==> src/rtl/adc_multi_read.sv <==
// adc_multi_read: reads N_CH serial ADCs sharing one CS/SCLK, one frame per request or continuously
// Ports: clk, rst (async, active-low); start_in single-frame request; cont_in continuous mode;
//        data_in[N_CH] serial lines; adc_cs_out/adc_sclk_out ADC control; busy_out in CONV/QUIET;
//        valid_out one-cycle frame-done pulse; error_out leading-zero violations;
//        read_out channel i at [i*DATA_W +: DATA_W]; frame_cnt_out completed-frame count.
module adc_multi_read #(
    parameter int N_CH       = 4,
    parameter int DATA_W     = 12,
    parameter int LEAD_ZEROS = 4,
    parameter int CLK_DIV    = 2,
    parameter int QUIET_CYC  = 2
) (
    input  logic                     clk,
    input  logic                     rst,
    input  logic                     start_in,
    input  logic                     cont_in,
    input  logic [N_CH-1:0]          data_in,
    output logic                     adc_cs_out,
    output logic                     adc_sclk_out,
    output logic                     busy_out,
    output logic                     valid_out,
    output logic [N_CH-1:0]          error_out,
    output logic [N_CH*DATA_W-1:0]   read_out,
    output logic [15:0]              frame_cnt_out
);
    localparam int F  = LEAD_ZEROS + DATA_W;
    localparam int BW = $clog2(F + 1);
    localparam int DW = $clog2(CLK_DIV + 1);
    localparam int QW = $clog2(QUIET_CYC + 1);
    localparam logic [1:0] IDLE = 2'd0, CONV = 2'd1, QUIET = 2'd2;

    logic [1:0]               state_q, state_d;
    logic                     cs_q, cs_d, sclk_q, sclk_d, valid_q, valid_d;
    logic [DW-1:0]            div_q, div_d;
    logic [BW-1:0]            bit_q, bit_d;
    logic [QW-1:0]            quiet_q, quiet_d;
    logic [N_CH*DATA_W-1:0]   shift_q, shift_d, read_q, read_d;
    logic [N_CH-1:0]          err_acc_q, err_acc_d, error_q, error_d;
    logic [15:0]              frame_cnt_q, frame_cnt_d;
    logic                     quiet_done, start_conv;

    assign quiet_done = quiet_q == QW'(QUIET_CYC - 1);
    // A frame starts from IDLE on any request, or back-to-back from the last QUIET cycle in continuous mode
    assign start_conv = (state_q == IDLE && (start_in || cont_in)) ||
                        (state_q == QUIET && quiet_done && cont_in);

    always_comb begin
        state_d     = state_q;
        cs_d        = cs_q;
        sclk_d      = sclk_q;
        valid_d     = 1'b0;
        div_d       = div_q;
        bit_d       = bit_q;
        quiet_d     = quiet_q;
        shift_d     = shift_q;
        err_acc_d   = err_acc_q;
        read_d      = read_q;
        error_d     = error_q;
        frame_cnt_d = frame_cnt_q;
        if (start_conv) begin
            state_d   = CONV;
            cs_d      = 1'b0;
            sclk_d    = 1'b0;
            div_d     = '0;
            bit_d     = '0;
            err_acc_d = '0;
        end else if (state_q == QUIET) begin
            quiet_d = quiet_q + 1'b1;
            if (quiet_done) state_d = IDLE;
        end else if (state_q == CONV) begin
            if (div_q != DW'(CLK_DIV - 1)) begin
                div_d = div_q + 1'b1;
            end else if (sclk_q && bit_q == BW'(F)) begin
                // End of the last high half-period: publish the whole frame at once
                state_d     = QUIET;
                cs_d        = 1'b1;
                sclk_d      = 1'b1;
                quiet_d     = '0;
                valid_d     = 1'b1;
                read_d      = shift_q;
                error_d     = err_acc_q;
                frame_cnt_d = frame_cnt_q + 16'd1;
            end else begin
                div_d  = '0;
                sclk_d = ~sclk_q;
                // Sample on the edge that drives SCLK high
                if (!sclk_q) begin
                    bit_d = bit_q + 1'b1;
                    if (bit_q < BW'(LEAD_ZEROS))
                        err_acc_d = err_acc_q | data_in;
                    else
                        for (int i = 0; i < N_CH; i++)
                            shift_d[i*DATA_W +: DATA_W] = {shift_q[i*DATA_W +: DATA_W-1], data_in[i]};
                end
            end
        end
    end

    always_ff @(posedge clk or negedge rst) begin
        if (!rst) begin
            state_q     <= IDLE;
            cs_q        <= 1'b1;
            sclk_q      <= 1'b1;
            valid_q     <= 1'b0;
            div_q       <= '0;
            bit_q       <= '0;
            quiet_q     <= '0;
            shift_q     <= '0;
            err_acc_q   <= '0;
            read_q      <= '0;
            error_q     <= '0;
            frame_cnt_q <= '0;
        end else begin
            state_q     <= state_d;
            cs_q        <= cs_d;
            sclk_q      <= sclk_d;
            valid_q     <= valid_d;
            div_q       <= div_d;
            bit_q       <= bit_d;
            quiet_q     <= quiet_d;
            shift_q     <= shift_d;
            err_acc_q   <= err_acc_d;
            read_q      <= read_d;
            error_q     <= error_d;
            frame_cnt_q <= frame_cnt_d;
        end
    end

    assign adc_cs_out    = cs_q;
    assign adc_sclk_out  = sclk_q;
    assign busy_out      = state_q != IDLE;
    assign valid_out     = valid_q;
    assign error_out     = error_q;
    assign read_out      = read_q;
    assign frame_cnt_out = frame_cnt_q;
endmodule

==> config.mk <==
export PLATFORM = sky130hd
export DESIGN_NAME = adc_multi_read
export DESIGN_NICKNAME = d
export VERILOG_FILES = /design/src/rtl/adc_multi_read.sv
export SDC_FILE = /design/constraint.sdc
export NUM_CORES = 1
export LEC_CHECK = 0
export ABC_AREA = 0
export CAP_MARGIN = 20
export CORE_MARGIN = 10
export CORE_UTILIZATION = 54
export CTS_BUF_LIST = sky130_fd_sc_hd__clkbuf_16
export DETAILED_ROUTE_END_ITERATION = 10
export MAX_ROUTING_LAYER = met4
export PLACE_DENSITY_LB_ADDON = 0.05
export SYNTH_ARGS = -nofsm -noshare
export SYNTH_HDL_FRONTEND = slang
export SYNTH_SLANG_ARGS = --single-unit
==> constraint.sdc <==
create_clock -name clk -period 2.8 [get_ports clk]
set_clock_uncertainty 0.1 [all_clocks]
set_input_delay 0.28 -clock clk [delete_from_list [all_inputs] [get_ports clk]]
set_output_delay 0.28 -clock clk [all_outputs]
set_load 0.05 [all_outputs]
==> After elaboration in Yosys (flattened, before gate mapping) <==
Cells that the tools add are included.
{ "word_totals": {"reg_bits": 134, "in_bits": 8, "output_inout_bits": 72, "elab_cells": 104} }
{ "op_classes": {"add_sub_neg": 4, "order_cmp": 1, "n_eq_ne": 13, "mux": 43, "bitwise": 7, "reduce_logical": 24} }
{ "ops": {"columns": ["op", "n"], "rows": [
  ["2-to-1 mux 2 bit", 15],
  ["2-to-1 mux 5 bit", 6],
  ["2-to-1 mux 4 bit", 7],
  ["adder 16 x 1 -> 16 bit, second input constant", 1],
  ["2-to-1 mux 1 bit", 15],
  ["AND reduction 4 bit", 3],
  ["nonzero test 2 bit", 6],
  ["AND reduction 5 bit", 2],
  ["!= test 3 bit, second input constant", 3],
  ["!= test 2 bit, second input constant", 4],
  ["AND reduction 7 bit", 1],
  ["NOT 1 bit", 6],
  ["AND reduction 3 bit", 2],
  ["AND reduction 6 bit", 1],
  ["nonzero test 3 bit", 2],
  ["adder 5 x 1 -> 5 bit, second input constant", 1],
  ["== test 5 bit, second input constant", 1],
  ["< comparator 5 x 3 -> 1 bit, second input constant", 1],
  ["adder 2 x 1 -> 2 bit, second input constant", 2],
  ["== test 2 x 1 -> 1 bit, second input constant", 2],
  ["logical AND 1 bit", 4],
  ["!= test 2 x 1 -> 1 bit, second input constant", 2],
  ["bitwise OR 4 bit", 1],
  ["== test 2 bit, second input constant", 1],
  ["2 further kinds", 3]
]} }

==> Depth between registers and ports, before layout <==
{ "logic_depth": {"ltp_word": 8, "depth_mapped": 8, "ltp_nobuf": 6} }

==> Worst setup path after synthesis <==
OpenSTA, ideal clock, no wires.
{ "synth_timing": {"path_type": "register to register", "start": "register sclk_q, in the netlist adc_sclk_out", "end": "register frame_cnt_q[1], in the netlist frame_cnt_out[1]", "setup_ns": 0.118, "arrival_ns": 1.823, "t_required_ns": 2.582, "setup_slack_ns": 0.759, "path_stages_with_launch": 8, "path_buffers": 3, "period_less_slack_ns": 2.041, "cell_sequence": "dfstp_2 > buf_4 > nand3_1 > or3_4 > buf_6 > buf_6 > nand2_1 > nand2_1"} }
{ "synth_via": {"elab_chain_len": 2} }
{ "synth_rtl": {"columns": ["item", "line_no", "rtl"], "rows": [
  ["start, declared", "33", "logic cs_q, cs_d, sclk_q, sclk_d, valid_q, valid_d;"],
  ["start signal, assigned", "116", "sclk_q <= sclk_d;"],
  ["logical AND 1 bit", "73", "end else if (sclk_q && bit_q == BW'(F)) begin"],
  ["AND reduction 5 bit (no source line)", null, null],
  ["end signal, assigned", "125", "frame_cnt_q <= frame_cnt_d;"],
  ["end, declared", "39", "logic [15:0] frame_cnt_q, frame_cnt_d;"]
]} }
No other way between the ends.
A chain may end at the register's enable or synchronous reset.

==> Worst setup path after layout <==
{ "layout_timing": {"start": "register state_q[0]", "end": "output port busy_out"} }
{ "layout_via": {"elab_chain_len": 1} }
{ "layout_rtl": {"columns": ["item", "line_no", "rtl"], "rows": [
  ["start, declared", "32", "logic [1:0] state_q, state_d;"],
  ["start signal, assigned", "114", "state_q <= state_d;"],
  ["nonzero test 2 bit", "131", "assign busy_out = state_q != IDLE;"],
  ["end, declared", "20", "output logic busy_out,"]
]} }
No other way between the ends.

==> results.py <==
metrics = {
    "timing": {
        "rsz0062_at_grt": "false",
        "period_minus_slack_ps": 2380,
        "hold_ws_ps": 307,
        "finalSetupTns_ps": 0,
        "tightest_slew_ps": 644,
        "finalHoldViolCount": 0,
        "fmax_ghz": 0.419,
        "setup_viol": 0,
        "slew_headroom_pct": 57.1,
        "finalCritPeriodShare_pct": 85.1,
        "drv_slew": 0,
    },
    "power": {
        "power_density_nw_per_um2": 1100,
        "finalPower_uw": 7660,
        "vdd_drop_max_mv": 0.627,
        "p_leak_uw": 0.00335,
    },
    "placed_design": {
        "io_buffers": 79,
        "gp_congestion": 0.823,
        "hpwl_mm": 7.24,
        "dp_cells": 674,
    },
    "logic_synthesis": {
        "synth_cell_type_count": 38,
        "synth-seq-area-share_pct": 61.4,
        "ys_ff_latch": 134,
        "synthSimpleGateAreaFrac_pct": 18.4,
        "yosysWarnings": 0,
        "syn_area_sq_um": 5470,
        "synth_xor_xnor_area_share_pct": 2.88,
        "muxShareOfSynthArea_pct": 10.1,
        "syn_inst": 479,
        "synth_top_family_by_area": "simple AND/OR/NAND/NOR gates",
        "avgSynthCellArea_sq_um": 11.4,
        "synth-compound-area-share_pct": 1.90,
        "syn_nets": 495,
        "synthAdderAreaFrac_pct": 1.83,
    },
    "cells_and_area": {
        "syn_to_final_growth_pct": 27.0,
        "final_util_pct": 70.7,
        "nets": 577,
        "instances_no_fill": 707,
        "nFillCells": 767,
        "diodes": 0,
        "drive_gt1_share_pct": 16.4,
    },
    "critical_path": {
        "critPathTopFamily": "buffers and inverters",
        "path_max_fanout": 4,
        "cp_num_buf_inv": 3,
        "crit_path_start_kind": "flop",
        "worstPathArrival_ps": 2000,
        "crit_top_cell": "inv_1",
        "critPathMaxStageDelay_ps": 800,
        "critPathKind": "flop to primary output",
        "cp_slowest_cell": "clkdlybuf4s50_1",
        "crit_chain": "inv_1 > ha_1 > inv_1 > clkdlybuf4s50_1",
        "cp-end-kind": "primary output",
        "crit_required_ps": 2420,
    },
    "clock_tree": {
        "cts.clk_slew.worst_paths_ps": 60,
        "cts_inserted_buffers": 17,
        "clockRootBuffer": "clkbuf_16",
        "clk_path_buf_depth": 2,
        "cts_resized": 0,
        "clock-sinks": 134,
        "postCtsSetupBuffers": 0,
        "cts_max_level": 4,
        "cts_tree": "yes",
        "cts_hold_buf": 1,
        "clock_latency_ps": 400,
    },
    "routing": {
        "drt_iter0_markers": 209,
        "drc": 0,
        "wirelength_mm": 11.0,
        "ant_nets": 0,
        "drtPass1Iterations": 4,
        "vias": 3575,
        "viasPerCell": 5.06,
        "wl_per_cell_microns": 15.5,
    },
    "global_route": {
        "track_usage_pct": 16.3,
        "grt_first_pass_wirelength_mm": 18.9,
        "grt_pass1_vias": 3747,
        "grt_overflow_total": 0,
        "antenna_found_initial": 0,
        "grt_max_degree": 64,
    },
    "floorplan": {
        "die_x_microns": 121,
        "dieArea_sq_um": 14600,
        "ios": 80,
        "start_util_pct": 55.7,
        "row_count": 36,
        "chipHeight_microns": 121,
        "core_sq_um": 9820,
    },
    "worst_hold_path": {
        "worstHoldPathType": "primary input to asynchronous set/reset pin",
    },
    "flow_run": {
        "maxCapViolations": 0,
    },
    "outcome": {
        "outcome": "finished, final reports clean",
    },
}
-- registers in the layout, summed over array words and instances (netlist names) --
register	count
adc_sclk_out	1
bit_q	5
frame_cnt_out	16
read_out	48
valid_out	1
state_q	2
err_acc_q	4
shift_q	48
error_out	4
div_q	2
quiet_q	2
adc_cs_out	1
-- path summary, 6_finish.rpt --
check / from / end / slack, ps / cells past startpoint
min: rst / frame_cnt_out[11] / 310 / 2
min in group clk: shift_q[35] / read_out[35] / 370 / 2
max reg2reg: state_q[0] / frame_cnt_out[5] / 470 / 6
max: state_q[0] / busy_out / 420 / 4
max in group asynchronous: rst / read_out[32] / 1560 / 3
min reg2reg: shift_q[35] / read_out[35] / 370 / 2
-- placed cells by master (no fill, tap or decap), types with 2 or more instances in the layout --
cell type	instances
mux2_2	48
xor2_1	2
nor3_2	2
nand4_1	7
xnor2_1	16
and4_1	2
and3_1	7
a21oi_1	7
clkbuf_16	17
nand3_1	10
nor3_1	2
or3_1	2
bufinv_16	3
clkinvlp_4	3
clkinv_4	3
clkinv_2	3
nor2_1	10
dfrtp_1	132
and2_1	2
clkdlybuf4s50_1	78
inv_1	11
nand2_1	169
a22o_1	4
buf_12	3
dfstp_2	2
a31oi_1	2
ha_1	8
or2_2	2
-- cell usage after synthesis, drive strengths merged --
library cell | instances | area (sq um)
clkbuf | 3 | 11.3
buf | 18 | 148
nand3 | 10 | 50.1
nand4b | 1 | 8.76
nor4 | 1 | 21.3
or3 | 3 | 23.8
nand2 | 169 | 634
dfrtp | 132 | 3300
and4 | 2 | 17.5
nand4bb | 2 | 38.8
inv | 9 | 33.8
o21ai | 1 | 5.00
and3 | 7 | 43.8
a41o | 1 | 10.0
mux2 | 48 | 541
xnor2 | 16 | 140
dfstp | 2 | 52.6
and2 | 2 | 12.5
a31oi | 2 | 12.5
a21oi | 7 | 35.0
xor2 | 2 | 17.5
a22o | 4 | 35.0
ha | 8 | 100
mux2i | 1 | 10.0
nor3 | 5 | 35.0
nor2 | 11 | 48.8
or2 | 3 | 21.3
nand4 | 7 | 43.8
nor3b | 1 | 7.51
o22ai | 1 | 6.26
-- cells by family (layout without fill, tap and decap cells) --
group,count (synthesis),after routing
buf+inv,30,125
fa+ha+maj,8,8
compound gates,16,16
flops,134,134
mux,49,49
xor+xnor,18,18
simple gates,224,224
-- per-stage QoR --
stage	cell area [sq um]	worst slack (ps)
2_1_floorplan	5470	759
3_5_place_dp	6350	466
3_3_place_gp	6350	608
5_1_grt	6950	312
6_report	6950	416
4_1_cts	6950	390
-- worst reg2reg max path, stage by stage (launching register included) --
cell and delay, ps:
dfrtp_1 400, inv_1 90, ha_1 290, nand4bb_4 280, or3_4 630, nor3_2 310, xor2_1 150
-- per-layer routing --
layer,vias to the layer above,GRT usage [%],wire (microns)
met1,1761,20.0,4970
li1,1737,-,-
met3,10,4.75,538
met5,-,-,0
met4,0,4.37,106
met2,67,25.9,5370
-- power breakdown --
part / total, uW / switching, uW / internal [uW]
clock network: 2190 / 804 / 1390
logic: 2480 / 1430 / 1050
registers: 2990 / 440 / 2550
-- cell type report --
class	instances	area (sq um)	share of cell area, %
sequential	134	3360	48.3
multi-input combinational	315	1930	27.8
timing repair buffer	84	870	12.5
clock buffer	17	425	6.12
tap	133	166	2.40
clock inverter	15	165	2.38
inverter	9	33.8	0.486
No activity file was read; power rests on OpenSTA's default activity.
